File: src/rtl/dpll_trail_stack.sv
// dpll_trail_stack
//   Decision-trail stack for the DPLL SAT core. Each entry keeps a formula
//   snapshot, the decision literal (id + polarity) and a "flipped" flag that
//   marks entries whose second branch is already being explored. Supports
//   PUSH / POP / FLIP_TOP and an autonomous BACKTRACK that pops flipped
//   entries until it finds an unflipped one (flips it) or runs out (UNSAT).
//
//   state   | meaning
//   --------+-----------------------------------------------------------
//   IDLE    | accepting commands, op_ready=1
//   BT_SCAN | BACKTRACK in progress, one top-of-stack inspection per cycle
//
// Ports
//   clk, rst             clock, synchronous active-high reset
//   flush                empty the stack and clear error flags (beats op_valid)
//   op_valid/op_ready    command handshake; op_ready=1 only in IDLE
//   op_code              0 PUSH, 1 POP, 2 FLIP_TOP, 3 BACKTRACK
//   push_formula/lit_*   entry contents for PUSH
//   top_*                combinational view of entry[count-1] (zeros when empty)
//   count, full, empty   occupancy
//   bt_done, bt_unsat    one-cycle BACKTRACK completion pulse and its verdict
//   err_overflow/err_underflow  sticky error flags
module dpll_trail_stack #(
  parameter int NUM_CLAUSES  = 5,
  parameter int NUM_LITERALS = 3,
  parameter int DEPTH        = NUM_LITERALS,
  parameter int LIT_W        = $clog2(NUM_LITERALS + 1),
  parameter int FLEN_W       = $clog2(NUM_CLAUSES + 1),
  parameter int CNT_W        = $clog2(DEPTH + 1),
  parameter int FORM_W       = NUM_CLAUSES * (NUM_LITERALS * (LIT_W + 1) + LIT_W) + FLEN_W
) (
  input  logic              clk,
  input  logic              rst,
  input  logic              flush,
  input  logic              op_valid,
  output logic              op_ready,
  input  logic [1:0]        op_code,
  input  logic [FORM_W-1:0] push_formula,
  input  logic [LIT_W-1:0]  push_lit_num,
  input  logic              push_lit_val,
  output logic              top_valid,
  output logic [FORM_W-1:0] top_formula,
  output logic [LIT_W-1:0]  top_lit_num,
  output logic              top_lit_val,
  output logic              top_flipped,
  output logic [CNT_W-1:0]  count,
  output logic              full,
  output logic              empty,
  output logic              bt_done,
  output logic              bt_unsat,
  output logic              err_overflow,
  output logic              err_underflow
);

  localparam logic [1:0] OP_PUSH      = 2'd0;
  localparam logic [1:0] OP_POP       = 2'd1;
  localparam logic [1:0] OP_FLIP_TOP  = 2'd2;
  localparam logic [1:0] OP_BACKTRACK = 2'd3;

  localparam logic [CNT_W-1:0] DEPTH_C = CNT_W'(DEPTH);
  localparam logic [CNT_W-1:0] ONE_C   = CNT_W'(1);

  typedef enum logic {
    IDLE    = 1'b0,
    BT_SCAN = 1'b1
  } state_t;

  state_t state_q, state_d;

  logic [CNT_W-1:0] count_q, count_d;
  logic             full_q, full_d;
  logic             empty_q, empty_d;
  logic             bt_done_q, bt_done_d;
  logic             bt_unsat_q, bt_unsat_d;
  logic             err_ov_q, err_ov_d;
  logic             err_un_q, err_un_d;

  // Entry storage is deliberately not reset; count_q alone defines validity.
  logic [FORM_W-1:0] formula_q [DEPTH];
  logic [LIT_W-1:0]  lit_num_q [DEPTH];
  logic              lit_val_q [DEPTH];
  logic              flipped_q [DEPTH];

  logic             wr_push;
  logic             wr_flip;
  logic             op_fire;
  logic             is_empty;
  logic             is_full;
  logic [CNT_W-1:0] top_idx;
  logic             top_flipped_raw;
  logic             top_lit_val_raw;

  assign is_empty = (count_q == '0);
  assign is_full  = (count_q == DEPTH_C);
  // Wraps when empty; every consumer is gated by is_empty.
  assign top_idx  = count_q - ONE_C;
  assign op_fire  = op_valid && (state_q == IDLE);

  assign top_flipped_raw = flipped_q[top_idx];
  assign top_lit_val_raw = lit_val_q[top_idx];

  always_comb begin
    state_d    = state_q;
    count_d    = count_q;
    bt_done_d  = 1'b0;
    bt_unsat_d = 1'b0;
    err_ov_d   = err_ov_q;
    err_un_d   = err_un_q;
    wr_push    = 1'b0;
    wr_flip    = 1'b0;

    if (flush) begin
      // Also aborts a running BACKTRACK without a completion pulse.
      state_d  = IDLE;
      count_d  = '0;
      err_ov_d = 1'b0;
      err_un_d = 1'b0;
    end else begin
      unique case (state_q)
        IDLE: begin
          if (op_fire) begin
            unique case (op_code)
              OP_PUSH: begin
                if (is_full) begin
                  err_ov_d = 1'b1;
                end else begin
                  wr_push = 1'b1;
                  count_d = count_q + ONE_C;
                end
              end
              OP_POP: begin
                if (is_empty) err_un_d = 1'b1;
                else          count_d  = count_q - ONE_C;
              end
              OP_FLIP_TOP: begin
                if (is_empty) err_un_d = 1'b1;
                else          wr_flip  = 1'b1;
              end
              OP_BACKTRACK: begin
                state_d = BT_SCAN;
              end
              default: ;
            endcase
          end
        end
        BT_SCAN: begin
          if (is_empty) begin
            bt_done_d  = 1'b1;
            bt_unsat_d = 1'b1;
            state_d    = IDLE;
          end else if (top_flipped_raw) begin
            count_d = count_q - ONE_C;
          end else begin
            wr_flip   = 1'b1;
            bt_done_d = 1'b1;
            state_d   = IDLE;
          end
        end
        default: state_d = IDLE;
      endcase
    end

    full_d  = (count_d == DEPTH_C);
    empty_d = (count_d == '0);
  end

  always_ff @(posedge clk) begin
    if (rst) begin
      state_q    <= IDLE;
      count_q    <= '0;
      full_q     <= 1'b0;
      empty_q    <= 1'b1;
      bt_done_q  <= 1'b0;
      bt_unsat_q <= 1'b0;
      err_ov_q   <= 1'b0;
      err_un_q   <= 1'b0;
    end else begin
      state_q    <= state_d;
      count_q    <= count_d;
      full_q     <= full_d;
      empty_q    <= empty_d;
      bt_done_q  <= bt_done_d;
      bt_unsat_q <= bt_unsat_d;
      err_ov_q   <= err_ov_d;
      err_un_q   <= err_un_d;
    end
  end

  // wr_* are forced low by rst only through the FSM; gate here too so a
  // command presented during reset cannot corrupt storage.
  always_ff @(posedge clk) begin
    if (!rst && wr_push) begin
      formula_q[count_q] <= push_formula;
      lit_num_q[count_q] <= push_lit_num;
      lit_val_q[count_q] <= push_lit_val;
      flipped_q[count_q] <= 1'b0;
    end else if (!rst && wr_flip) begin
      lit_val_q[top_idx] <= ~top_lit_val_raw;
      flipped_q[top_idx] <= 1'b1;
    end
  end

  assign op_ready      = (state_q == IDLE);
  assign top_valid     = !is_empty;
  assign top_formula   = is_empty ? '0   : formula_q[top_idx];
  assign top_lit_num   = is_empty ? '0   : lit_num_q[top_idx];
  assign top_lit_val   = is_empty ? 1'b0 : top_lit_val_raw;
  assign top_flipped   = is_empty ? 1'b0 : top_flipped_raw;
  assign count         = count_q;
  assign full          = full_q;
  assign empty         = empty_q;
  assign bt_done       = bt_done_q;
  assign bt_unsat      = bt_unsat_q;
  assign err_overflow  = err_ov_q;
  assign err_underflow = err_un_q;

endmodule

File: config.mk
export PLATFORM = sky130hd
export DESIGN_NAME = dpll_trail_stack
export DESIGN_NICKNAME = d
export VERILOG_FILES = /design/src/rtl/dpll_trail_stack.sv
export SDC_FILE = /design/constraint.sdc
export NUM_CORES = 1
export LEC_CHECK = 0
export ABC_AREA = 0
export ABC_CLOCK_PERIOD_IN_PS = 3100
export CAP_MARGIN = 25
export CORE_UTILIZATION = 47
export CTS_CLUSTER_SIZE = 12
export DETAILED_ROUTE_END_ITERATION = 10
export PLACE_DENSITY_LB_ADDON = 0.2
export SYNTH_ARGS = -nofsm -noshare
export SYNTH_HDL_FRONTEND = slang
export SYNTH_SLANG_ARGS = --single-unit
File: constraint.sdc
create_clock -name clk -period 3.1 [get_ports clk]
set_input_delay 0.31 -clock clk [delete_from_list [all_inputs] [get_ports clk]]
set_output_delay 0.31 -clock clk [all_outputs]
set_load 0.005 [all_outputs]
=== After elaboration in Yosys (flattened, before gate mapping) ===
Memory sizes are Yosys's and may differ from the RTL's.
Index checks and enable logic that the tools add are counted.

* Add/subtract/negate cells: 2
* Equality and inequality tests: 5
* Muxes and demuxes: 42
* Bitwise gates (word level): 2
* Reductions and logical operators: 15

{| class="wikitable"
|+ Operators by type and width
! operator !! number
|-
| two-way mux 58 bit || 1
|-
| two-way mux 1 bit || 28
|-
| two-way mux 2 bit || 9
|-
| equality test 2 bit (second input constant) || 4
|-
| one-hot mux 2 bit (2 select lines) || 2
|-
| AND reduction 4 bit || 2
|-
| zero test 2 bit || 3
|-
| one-hot mux 1 bit (2 select lines) || 2
|-
| OR reduction 2 bit || 2
|-
| logical AND 1 bit || 3
|-
| OR reduction 3 bit || 1
|-
| adder 2 x 1 -> 2 bit (second input constant) || 1
|-
| equality test 2 x 1 -> 1 bit (second input constant) || 1
|-
| zero test 1 bit || 2
|-
| NOT 1 bit || 2
|-
| OR reduction 1 bit || 2
|-
| subtractor 2 x 1 -> 2 bit (second input constant) || 1
|}

* Flip-flop bits (word level): 9
* Bits in writable memories: 186
* Input bits: 67
* Logic and storage cells: 78
* Memories: 4

{| class="wikitable"
|+ Memory list
! name !! words !! bits a word !! rd ports !! clocked after memory_dff !! wr ports !! line !! text
|-
| formula_q || 3 || 58 || 1 || 0 || 1 || 79 || <nowiki>logic [FORM_W-1:0] formula_q [DEPTH];</nowiki>
|-
| lit_num_q || 3 || 2 || 1 || 0 || 1 || 80 || <nowiki>logic [LIT_W-1:0] lit_num_q [DEPTH];</nowiki>
|-
| flipped_q || 3 || 1 || 1 || 0 || 1 || 82 || <nowiki>logic flipped_q [DEPTH];</nowiki>
|-
| lit_val_q || 3 || 1 || 1 || 0 || 1 || 81 || <nowiki>logic lit_val_q [DEPTH];</nowiki>
|}

=== Depth between registers and ports, before layout ===
Gate-level depths: netlist (run 1).

* Depth after elaboration: 12
* Depth in mapped cells: 8
* Depth with buffers taken out: 6

=== Worst setup path after synthesis (run 1) ===
OpenSTA, ideal clock, no wires.

* Kind: register -> register
* Start: register count_q[0] (netlist: count[0])
* End: memory formula_q[0][0] (netlist name) (enable)
* Setup time: 425 ps
* Arrival: 2677 ps
* Path slack: -1 ps
* Stages on the path, launching flop included: 7
* Clock period less this slack: 3101 ps
* Cell sequence: dfxtp_1 -> clkbuf_2 -> inv_1 -> ha_1 -> buf_2 -> clkbuf_1 -> and3_1

* Cells in the longest elaborated chain, start to end: 9

{| class="wikitable"
|+ Ends and longest elaborated chain
! what !! line !! text
|-
| start, declared || 70 || <nowiki>logic [CNT_W-1:0] count_q, count_d;</nowiki>
|-
| start signal, assigned || 179 || <nowiki>count_q <= count_d;</nowiki>
|-
| equality test 2 bit || 94 || <nowiki>assign is_full = (count_q == DEPTH_C);</nowiki>
|-
| two-way mux 1 bit || 124 || <nowiki>if (is_full) begin</nowiki>
|-
| two-way mux 1 bit || 122 || <nowiki>unique case (op_code)</nowiki>
|-
| two-way mux 1 bit || 121 || <nowiki>if (op_fire) begin</nowiki>
|-
| two-way mux 1 bit || 119 || <nowiki>unique case (state_q)</nowiki>
|-
| two-way mux 1 bit || 112 || <nowiki>if (flush) begin</nowiki>
|-
| logical AND 1 bit || 192 || <nowiki>if (!rst && wr_push) begin</nowiki>
|-
| two-way mux 1 bit || 192 ||
|-
| two-way mux 1 bit (implied by the code) || 193 || <nowiki>formula_q[count_q] <= push_formula;</nowiki>
|-
| end, declared || 79 ||
|}

Parallel ways exist; a longest one is shown, timed or not.

=== Worst setup path after layout (run 1) ===
* Start: register count_q[0] (netlist: count[0])
* End: output top_formula[52]

* Cells in the longest elaborated chain, start to end: 3

{| class="wikitable"
|+ Ends and longest elaborated chain
! what !! line !! text
|-
| subtractor 2 x 1 -> 2 bit || 96 || <nowiki>assign top_idx = count_q - ONE_C;</nowiki>
|-
| memory read (3 x 58 bit) || -- ||
|-
| two-way mux 58 bit * || 205 || <nowiki>assign top_formula = is_empty ? '0 : formula_q[top_idx];</nowiki>
|-
| end, declared || 42 || <nowiki>output logic [FORM_W-1:0] top_formula,</nowiki>
|}

Mark *: on every way between the ends. The rest lies on a longest branch, timed or not.

==> results of run 1 <==
[power breakdown]
group	switching, mW	leakage (nW)	internal (mW)
registers	0.00481	1.75	2.89
logic	0.111	1.18	0.136
clock network	0.906	0.294	1.32
[final cells by class]
| cell class | instances | area (um2) |
|---|---|---|
| timing repair buffer | 157 | 1650 |
| fill | 1144 | 5780 |
| multi-input combinational | 251 | 1840 |
| clock inverter | 11 | 150 |
| inverter | 6 | 22.5 |
| sequential | 195 | 5770 |
| tap | 216 | 270 |
| clock buffer | 21 | 460 |
[sequential cells by signal, indices dropped and copies added, names as in the netlist]
register and cells:
formula_q 174, lit_num_q 6, flipped_q 3, lit_val_q 3, count 2, bt_done 1, bt_unsat 1, empty 1
err_overflow 1, err_underflow 1, full 1, state_q 1
[logic make-up (layout without fill, tap and decap cells)]
| group | Yosys count | after routing | share of synthesized area |
|---|---|---|---|
| and+or+nand+nor | 96 | 96 | 0.0549 |
| AOI/OAI and AO/OA | 82 | 82 | 0.0809 |
| muxes | 64 | 64 | 0.0837 |
| adders and majority gates | 9 | 9 | 0.0146 |
| DFF | 195 | 195 | 0.746 |
| buffers and inverters | 38 | 195 | 0.0202 |
[what timing repair did]
action,CTS,global route
gates cloned,0,0
endpoints found under the setup margin,8,7
buffers inserted,1,0
pin swaps,1,0
gates resized for setup,2,3
[metal layers]
| metal | share of wire | GRT usage |
|---|---|---|
| met1 | 0.43 | 0.236 |
| met2 | 0.51 | 0.326 |
| met3 | 0.042 | 0.0459 |
| met4 | 0.015 | 0.0711 |
| met5 | 0 | 0 |
[metrics by stage]
| step | hold slack [ns] | cell area [um2] |
|---|---|---|
| floorplan | 0.382 | 7730 |
| global placement | 0.461 | 9520 |
| detailed placement | 0.515 | 9520 |
| CTS | 0.480 | 10100 |
| global route | 0.486 | 10200 |
| finish | 0.496 | 10200 |
[Yosys cell counts, drive strengths merged (2+ instances only)]
| library cell | n | area (um2) |
|---|---|---|
| a211oi | 63 | 478 |
| mux2 | 2 | 22.5 |
| inv | 6 | 22.5 |
| dfxtp | 9 | 180 |
| clkbuf | 19 | 72.6 |
| or3 | 3 | 18.8 |
| o21a | 2 | 15.0 |
| nor2b | 2 | 12.5 |
| nand2 | 4 | 15.0 |
| nor3 | 3 | 20.0 |
| o21ai | 3 | 15.0 |
| a21oi | 5 | 25.0 |
| buf | 13 | 61.3 |
| mux2i | 62 | 624 |
| ha | 9 | 113 |
| and3 | 5 | 31.3 |
| nand2b | 3 | 18.8 |
| a31oi | 2 | 12.5 |
| nor2 | 70 | 263 |
| edfxtp | 186 | 5590 |
[worst max path at each step]
stage / startpoint / to / slack [ns]
2_1_floorplan: op_code[0] / formula_q[1][0] / 0.11
3_3_place_gp: op_code[0] / formula_q[2][16] / 0.09
3_5_place_dp: op_code[0] / formula_q[1][46] / 0.03
4_1_cts: count[1] / top_lit_num[0] / 0.03
5_1_grt: count[0] / top_formula[38] / 0.008
6_report: count[0] / top_formula[52] / 0.1
==> summary.txt, run 1 <==
Max stage delay on crit path: 0.58 ns
Crit. End Element: output pin
Crit path buffers/inverters: 3
Aggregate global routing overflow: 0
CTS tree: yes
Final min period: 3.00 ns
Layout Cells excl Fill: 857
Commonest non-fill, non-tap cell in the layout: edfxtp_1
Hold buffers post-CTS: 0
Largest net degree at the start of global routing: 62
Critical-path maximum fanout: 38
Layout area overhead: 31.5%
Placed wire-length estimate: 9.83 mm
Via count: 4,552
Vias per Instance: 5.31
Netlist Area Pre-Place: 7730 um2
Syn_area_per_cell: 16.0 um2
RSZ-0062 raised after global routing: no
First-pass GRT wire length: 23.7 mm
Worst VDD drop: 0.365 mV
Hold Crit Endpoint: formula_q[0][30]
Avg WL per Cell: 18.0 um
Sequential fraction of the synthesis area: 0.746
Clk sinks: 195
Final wirelength: 15.4 mm
Vias in the first global route: 4,528
CP required: 2.79 ns
Startpoint Class: flip-flop
Clk buf depth: 2
Setup WS pre-CTS: 0.0265 ns
Initial DRT Pass Iterations: 4
Cells on Worst Hold Path: 1
IO Port Bufs: 138
Most frequent cells in the layout: 186 x edfxtp_1, 138 x clkdlybuf4s50_1, 70 x nor2_1, 61 x mux2i_1, 59 x a211oi_1
Worst-path clk slew: 0.07 ns
Crit share post-route: 0.969
Share of cells above drive strength 1: 0.103
Crit path depth: 6
Initial antenna violation count: 0
Clock latency on the worst-skew pair: 0.42 ns
N_diodes: 0
Synth Register Bits: 195
Ports: 139
Initial Util: 0.485
Leakage power: 3.23 nW
Post-synth EDFFs: 186
Fin. max-slew vios: 0
Syn. warnings: 0
Final Setup Violations: 0
Post-Route Setup TNS: 0 ns
FF-to-FF setup slack: 0.50 ns
Worst slew pin tran: 0.501 ns
Worst r2r dst: lit_val_q[1]
Post-Syn Instances: 484
CTS Buf Count: 17
Main flop type after synthesis: edfxtp_1
Cell Pwr Density: 528 nW/um2
Count of nets after finishing: 704
Die H: 130 um
Worst slew margin: 0.666
Total Routing Usage GR: 0.191
Core area: 15,900 um2
Hold Path Origin: push_formula[30]
Final hold violations: 0
DR iter-0 viols: 283
Fin util: 0.638
# DRC: 0
Root Buffer: clkbuf_16
CP Cell Sequence: inv_1 > ha_4 > buf_12 > nor2_1 > a211oi_1 > clkdlybuf4s50_1
HP Class: input pin to flip-flop
Crit-path slowest cell: clkdlybuf4s50_1
Yosys cell types: 38
H-tree Lvls: 4
Fmax: 333 MHz
Critical path class: flip-flop to output pin
Num rows: 46
Outcome: finished, final reports clean
Die W: 130 um
DIE AREA: 17,000 um2
Syn Nets: 560
# Max-Cap Violations: 0
Setup ws final: 0.0970 ns
Critical path arrival: 2.69 ns
Remaining antenna violation count: 0
Worst R2R Start: count[0]
Largest delay share family, worst path: buffers and inverters
Routability-driven placement congestion ratio: 0.808
Post-Place Cells: 823
Total Power: 5.37 mW
Post-synth ARST share: 0
R2R cell count: 6
Clk_skew: 0.00830 ns
(Power assumes the default switching activity.)
==> run 2: changes to the inputs <==
--- a/config.mk
+++ b/config.mk
@@ -12,6 +12,7 @@
 export CTS_CLUSTER_SIZE = 12
 export DETAILED_ROUTE_END_ITERATION = 10
 export PLACE_DENSITY_LB_ADDON = 0.2
+export SETUP_SLACK_MARGIN = 0.5
 export SYNTH_ARGS = -nofsm -noshare
 export SYNTH_HDL_FRONTEND = slang
 export SYNTH_SLANG_ARGS = --single-unit
==> summary.txt, run 2 (synthesis gave the netlist of run 1 again) <==
Outcome: finished, final reports clean
Die H: 130 um
Die W: 130 um
Avg WL per Cell: 18.8 um
Final min period: 2.59 ns
DIE AREA: 17,000 um2
Layout fillers: 1,158
Layout Cells excl Fill: 866
# DRC: 0
Critical path arrival: 2.28 ns
Worst slew pin tran: 0.795 ns
N_diodes: 0
Clk_skew: 0.00731 ns
Vias in the first global route: 4,609
Worst slew margin: 0.462
Crit-path slowest cell: clkdlybuf4s50_1
Leakage power: 3.77 nW
FF-to-FF setup slack: 0.66 ns
CTS tree: yes
Post-route cell area: 10,300 um2
Final hold violations: 0
Count of nets after finishing: 714
HP Class: flip-flop to flip-flop
Instance area after placement: 9530 um2
DR iter-0 viols: 322
CP required: 2.79 ns
Total Routing Usage GR: 0.204
Biggest regs: formula_q: 174 flops, lit_num_q: 6 flops
RSZ-0062 raised after global routing: yes
Hold Crit Endpoint: err_overflow
Share of cells above drive strength 1: 0.143
Crit. End Element: output pin
Hold Path Origin: err_overflow
Most frequent cells in the layout: 186 x edfxtp_1, 78 x clkdlybuf4s50_1, 70 x nor2_1, 61 x mux2i_1, 44 x dlygate4sd2_1
Clock latency on the worst-skew pair: 0.42 ns
Vias per Instance: 5.28
Clk buf depth: 2
H-tree Lvls: 4
Worst-path clk slew: 0.07 ns
# Max-Cap Violations: 0
Crit share post-route: 0.835
Worst hold slack: 0.481 ns
Commonest non-fill, non-tap cell in the layout: edfxtp_1
Post-Route Setup TNS: 0 ns
Clk sinks: 195
Fmax: 387 MHz
Remaining antenna violation count: 0
Worst r2r dst: lit_val_q[1]
CTS Buf Count: 17
Total Power: 5.11 mW
First-pass GRT wire length: 25.1 mm
Post-Place Cells: 827
Max stage delay on crit path: 0.55 ns
Initial DRT Pass Iterations: 4
Worst R2R Start: count[0]
Cells on Worst Hold Path: 2
Initial antenna violation count: 0
Largest net degree at the start of global routing: 42
CP Cell Sequence: inv_2 > ha_4 > buf_4 > buf_8 > a211oi_2 > clkdlybuf4s50_1
Layout area overhead: 33.6%
Num rows: 46
Critical-path maximum fanout: 15
Core area: 15,900 um2
Root Buffer: clkbuf_16
Hold buffers post-CTS: 0
Ports: 139
Max FFs per register: 174
Top reg by flops: formula_q
R2R cell count: 8
Cell Pwr Density: 495 nW/um2
Final Setup Violations: 0
Routability-driven placement congestion ratio: 0.827
Aggregate global routing overflow: 0
Worst VDD drop: 0.397 mV
Placed wire-length estimate: 10.2 mm
IO Port Bufs: 138
Fin. max-slew vios: 0
Initial Util: 0.485
Via count: 4,575
Startpoint Class: flip-flop
Critical path class: flip-flop to output pin
Final wirelength: 16.3 mm
## run 2: timing repair
item                       CTS  global route
gates cloned                 1             0
hold endpoints to repair     0             0
pin swaps                    2             1
setup buffers                7             0
setup endpoints to repair  242            18
gates resized for setup     75            27
## run 2: metrics by stage
stage | setup slack, ns | util
after global routing | 0.418 | 0.648
after detailed placement | 0.0176 | 0.598
after global placement | 0.0787 | 0.598
after CTS | 0.390 | 0.642
final | 0.513 | 0.648
after floorplan | 0.650 | -
## run 2: final cells by class
type                    count  area, um2  share of cell area
clock buffers              18        429              0.0416
well taps                 216        270              0.0262
multi-input cells         251       1980               0.191
inverters                   6       22.5             0.00218
repair buffers            167       1760               0.171
flip-flops and latches    195       5770               0.559
clock inverters            13       95.1             0.00921
## run 2: per-layer routing
metal,vias up,GRT usage,part of all wire
li1,2180,-,-
met1,2271,0.261,0.42
met2,113,0.349,0.53
met3,11,0.0385,0.044
met4,0,0.0718,0.0084
met5,-,0,0
## run 2: how the worst max path moves through the flow
stage / startpoint / to / slack (ns) / cells past startpoint
6_report: count[0] / top_formula[22] / 0.51 / 6
5_1_grt: count[1] / top_formula[22] / 0.42 / 7
3_5_place_dp: op_code[0] / formula_q[2][15] / 0.02 / 6
4_1_cts: count[0] / top_formula[21] / 0.39 / 7
3_3_place_gp: op_code[0] / formula_q[0][16] / 0.08 / 6
2_1_floorplan: count[0] / formula_q[0][0] / 0.65 / 6
## run 2: worst max-delay path: cells and delay by family, from the launching register on
family | cells | cell delay [ns]
adders and majority gates | 1 | 0.23
buffers and inverters | 4 | 1.00
DFF | 1 | 0.36
AOI/OAI and AO/OA | 1 | 0.25
## run 2: power breakdown
| group | total, mW | switching [mW] | internal, mW |
|---|---|---|---|
| Sequential | 2.90 | 0.00370 | 2.89 |
| Combinational | 0.264 | 0.124 | 0.140 |
| Clock | 1.95 | 0.871 | 1.08 |
